[src/rtl/div_pkg.sv]
// Shared peripheral definitions for the divider: FSM encoding, the divide-by-zero
// quotient code and the packed-result field layout common with the multiplier.
package div_pkg;

  typedef enum logic [1:0] {
    StIdle = 2'd0,
    StLoad = 2'd1,
    StStep = 2'd2,
    StEnd  = 2'd3
  } div_state_e;

  localparam logic [15:0] DIV_ZERO_QUOT = 16'hFFFF;

  // Packed result: {high field, low field}; for div: {remainder, quotient}.
  localparam int unsigned RES_FIELD_W  = 16;
  localparam int unsigned RES_QUOT_LSB = 0;
  localparam int unsigned RES_REM_LSB  = 16;

endpackage

[src/rtl/div.sv]
// Sequential 16-bit unsigned restoring divider, one quotient bit per clock,
// with the init/done handshake and {remainder, quotient} packed result.
module div
  import div_pkg::*;
#(
  parameter int unsigned DONE_HOLD = 12
) (
  input  logic        clk,
  input  logic        reset,
  input  logic        init,
  input  logic [15:0] op_A,
  input  logic [15:0] op_B,
  output logic        done,
  output logic [31:0] result,
  output logic        div_zero
);

  localparam int unsigned HoldW = (DONE_HOLD > 1) ? $clog2(DONE_HOLD) : 1;

  div_state_e       state_q, state_d;
  logic [15:0]      q_q, q_d;
  logic [15:0]      d_q, d_d;
  // R[16] is always zero between steps, so only the low 16 bits are stored;
  // the trial value below keeps the full 17 bits for the compare.
  logic [15:0]      r_q, r_d;
  logic [3:0]       step_q, step_d;
  logic [HoldW-1:0] hold_q, hold_d;
  logic             done_q, done_d;
  logic [31:0]      result_q, result_d;
  logic             div_zero_q, div_zero_d;

  logic [16:0] trial;
  logic        qbit;
  logic [15:0] r_next;
  logic [15:0] q_next;

  // Trial subtract: T - D fits in 16 bits whenever T >= D since R < D.
  assign trial  = {r_q, q_q[15]};
  assign qbit   = (trial >= {1'b0, d_q});
  assign r_next = qbit ? (trial[15:0] - d_q) : trial[15:0];
  assign q_next = {q_q[14:0], qbit};

  always_comb begin
    state_d    = state_q;
    q_d        = q_q;
    d_d        = d_q;
    r_d        = r_q;
    step_d     = step_q;
    hold_d     = hold_q;
    done_d     = done_q;
    result_d   = result_q;
    div_zero_d = div_zero_q;

    unique case (state_q)
      StIdle: begin
        done_d = 1'b0;
        step_d = '0;
        if (init) state_d = StLoad;
      end
      StLoad: begin
        q_d      = op_A;
        d_d      = op_B;
        r_d      = '0;
        result_d = '0;
        step_d   = '0;
        hold_d   = '0;
        if (op_B == 16'd0) begin
          result_d[RES_REM_LSB +: RES_FIELD_W]  = op_A;
          result_d[RES_QUOT_LSB +: RES_FIELD_W] = DIV_ZERO_QUOT;
          div_zero_d = 1'b1;
          done_d     = 1'b1;
          state_d    = StEnd;
        end else begin
          div_zero_d = 1'b0;
          state_d    = StStep;
        end
      end
      StStep: begin
        r_d    = r_next;
        q_d    = q_next;
        step_d = step_q + 4'd1;
        if (step_q == 4'd15) begin
          result_d[RES_REM_LSB +: RES_FIELD_W]  = r_next;
          result_d[RES_QUOT_LSB +: RES_FIELD_W] = q_next;
          done_d  = 1'b1;
          state_d = StEnd;
        end
      end
      StEnd: begin
        done_d = 1'b1;
        if (hold_q == HoldW'(DONE_HOLD - 1)) begin
          done_d  = 1'b0;
          hold_d  = '0;
          state_d = StIdle;
        end else begin
          hold_d = hold_q + 1'b1;
        end
      end
      default: state_d = StIdle;
    endcase
  end

  always_ff @(posedge clk) begin
    if (reset) begin
      state_q    <= StIdle;
      q_q        <= '0;
      d_q        <= '0;
      r_q        <= '0;
      step_q     <= '0;
      hold_q     <= '0;
      done_q     <= 1'b0;
      result_q   <= '0;
      div_zero_q <= 1'b0;
    end else begin
      state_q    <= state_d;
      q_q        <= q_d;
      d_q        <= d_d;
      r_q        <= r_d;
      step_q     <= step_d;
      hold_q     <= hold_d;
      done_q     <= done_d;
      result_q   <= result_d;
      div_zero_q <= div_zero_d;
    end
  end

  assign done     = done_q;
  assign result   = result_q;
  assign div_zero = div_zero_q;

endmodule
[config.mk]
export PLATFORM = sky130hd
export DESIGN_NAME = div
export DESIGN_NICKNAME = d
export VERILOG_FILES = /design/src/rtl/div_pkg.sv /design/src/rtl/div.sv
export SDC_FILE = /design/constraint.sdc
export NUM_CORES = 1
export LEC_CHECK = 0
export CORE_MARGIN = 1.5
export CORE_UTILIZATION = 38
export DETAILED_ROUTE_END_ITERATION = 10
export PLACE_DENSITY_LB_ADDON = 0.05
export SYNTH_ARGS = -nofsm -noshare
export SYNTH_HDL_FRONTEND = slang
export SYNTH_SLANG_ARGS = --single-unit
[constraint.sdc]
create_clock -name clk -period 5.6 [get_ports clk]
set_input_delay 1.12 -clock clk [delete_from_list [all_inputs] [get_ports clk]]
set_output_delay 1.12 -clock clk [all_outputs]
set_load 0.02 [all_outputs]
==> impl_metrics.py <==
metrics = {
    "setup_path": {
        "crit_required_ps": 5880,
        "r2r_slack_ps": 2530,
        "worstPathArrival_ps": 3520,
        "r2r-start": "d_q[8]$_SDFFE_PP0P_",
        "r2r_end": "r_q[5]$_SDFFE_PP0P_",
        "critical_path_class": "primary input to flip-flop",
        "cp_max_fo": 7,
        "cp-end-kind": "flip-flop",
        "cp-start-kind": "primary input",
        "r2r_cells": 9,
    },
    "global_routing": {
        "grt_overflow_total": 0,
        "antenna_found_initial": 0,
        "track_usage_pct": 20.9,
        "grt_pass1_wl_um": 23600,
        "grt_pass1_vias": 4562,
        "grt_max_degree": 69,
    },
    "sta": {
        "period_needed_ps": 3240,
        "drv_slew": 0,
        "finalCritPeriodShare_pct": 57.8,
        "fmax_ghz": 0.309,
        "fin_tns_setup_ps": 0,
        "max_slew_margin_pct": 26.5,
        "hold_viol_final": 0,
        "skew_ps": 3.57,
        "rsz0062_at_grt": "false",
        "setup_viol": 0,
        "tightest_slew_ps": 1100,
    },
    "clock_tree": {
        "clk_pin_slew_ps": 60,
        "cts_sinks": 92,
        "tritoncts": "yes",
        "clock_path_buffers": 2,
        "cts_hold_buf": 0,
        "cts_buffers": 9,
        "clk-insertion-delay-late_ps": 350,
        "h-tree-depth": 3,
        "cts_resized": 0,
        "post_cts_buffers": 0,
        "root_buffer": "clkbuf_16",
    },
    "floorplan": {
        "fp.dieW_um": 119,
        "die_y_um": 119,
        "dieArea_mm2": 0.0142,
        "initial_core_util_pct": 38.8,
        "boundaryPins": 69,
        "row_count": 42,
        "core_area_mm2": 0.0132,
    },
    "yosys": {
        "syn-num-nets": 687,
        "synth_warnings": 0,
        "synth_enable_flop_cells": 0,
        "yosysSeqAreaShare_pct": 35.8,
        "yosysUniqueCellTypes": 67,
        "synth.avg_cell_area_um2": 8.18,
        "synthCells": 628,
        "netlist_area_mm2": 0.00514,
        "synth_seq_cells": 92,
        "synth-async-reset-ratio_pct": 0,
        "ys.flop_type": "dfxtp_1",
    },
    "job": {
        "max_cap_viol_count": 0,
    },
    "layout": {
        "fin_util_pct": 47.2,
        "diodes": 0,
        "layout.cells.non_filler": 857,
        "nets": 735,
        "drive_gt1_share_pct": 6.90,
        "synthToLayoutAreaGrowth_pct": 21.8,
        "layout_common_cells": "dfxtp_1 (92), nor2_1 (78), clkdlybuf4s50_1 (67)",
        "fillers": 1351,
        "mostFrequentLayoutCell": "dfxtp_1",
        "multi_input_area_mm2": 0.00304,
        "final-seq-area_mm2": 0.00184,
    },
    "min_path": {
        "hold_class": "flip-flop to flip-flop",
        "min_delay_worst_endpoint": "div_zero$_SDFFE_PP0P_",
        "worstHoldStart": "div_zero$_SDFFE_PP0P_",
        "hold_depth": 2,
    },
    "routing": {
        "drtPass1Iterations": 5,
        "drt_iter0_markers": 318,
        "wl_um": 14400,
        "vias_per_cell": 5.52,
        "drc": 0,
        "wl_per_cell_um": 16.8,
        "detail-route-antenna-nets": 0,
        "vias": 4729,
    },
    "pwr": {
        "p_per_area_mw_per_mm2": 610,
        "power_mw": 3.82,
        "ir_drop_uv": 190,
        "leakage_nw": 2.31,
    },
    "placement": {
        "routabilityCongestion": 0.877,
        "hpwl_um": 10600,
        "portBuffers": 68,
        "dp_cells": 841,
    },
    "status": {
        "status": "finished clean",
    },
}
-- synth_stat cells, types with 17 or more instances --
master / n / area, um2
mux2i_1: 23 / 230
nand2_1: 46 / 173
dfxtp_1: 92 / 1840
nor2_1: 78 / 293
inv_1: 25 / 93.8
o21ai_0: 41 / 205
clkbuf_1: 30 / 113
nand2b_1: 19 / 119
a211oi_1: 17 / 128
a21oi_1: 50 / 250
nand3_1: 29 / 145
ha_1: 23 / 288
-- critical path, stage by stage --
cell and delay, ps:
clkdlybuf4s50_1 410, nor4_1 490, nand4_1 460, nor2_2 390, a21oi_1 140, a311o_1 380, a31oi_1 120
-- kinds of logic after synthesis --
kind of cell    synth area share [%]
flops                           35.9
fa+ha+maj                       5.99
xor+xnor                        1.53
mux                             4.92
simple gates                    20.6
compound gates                  26.0
buf+inv                         5.11
-- per-layer routing --
metal	track usage, %	vias to the layer above	wire [um]
met4	7.00	0	195
li1	-	2379	-
met1	28.1	2234	6850
met3	3.02	12	595
met5	0	-	0
met2	34.4	104	6770
-- final cells by class --
type	instances	area share [%]
clock inverter	6	1.38
timing repair buffer	76	11.8
inverter	25	1.50
multi-input combinational	472	48.6
clock buffer	10	3.82
sequential	92	29.4
tap	176	3.52
-- worst max path at each step --
| stage | depth (start not counted) | startpoint | endpoint |
|---|---|---|---|
| floorplan | 6 | op_B[10] | result[28]$_SDFFE_PP0P_ |
| global placement | 7 | op_B[10] | result[28]$_SDFFE_PP0P_ |
| detailed placement | 7 | op_B[10] | result[28]$_SDFFE_PP0P_ |
| CTS | 7 | op_B[10] | result[28]$_SDFFE_PP0P_ |
| global route | 7 | op_B[10] | result[28]$_SDFFE_PP0P_ |
| finish | 7 | op_B[10] | result[28]$_SDFFE_PP0P_ |
-- power by group --
group,total (mW),switching (mW),internal (mW)
clock network,0.667,0.264,0.403
registers,1.00,0.135,0.866
logic,2.15,1.30,0.848
-- stage by stage --
stage                     cell area, um2  hold slack [ps]  worst slack, ps
final                               6260              462             2360
after global routing                6260              492             2190
after detailed placement            5930              458             1990
after global placement              5930              447             2020
after CTS                           6260              471             2360
after floorplan                     5140              448             3020
-- flip-flops by register name, summed over array words and instances (netlist names) --
name and count:
result 32, state_q 2, div_zero 1, q_q 16, r_q 16, d_q 16, step_q 4, done 1
hold_q 4
Power figures use the tool's default switching activity.
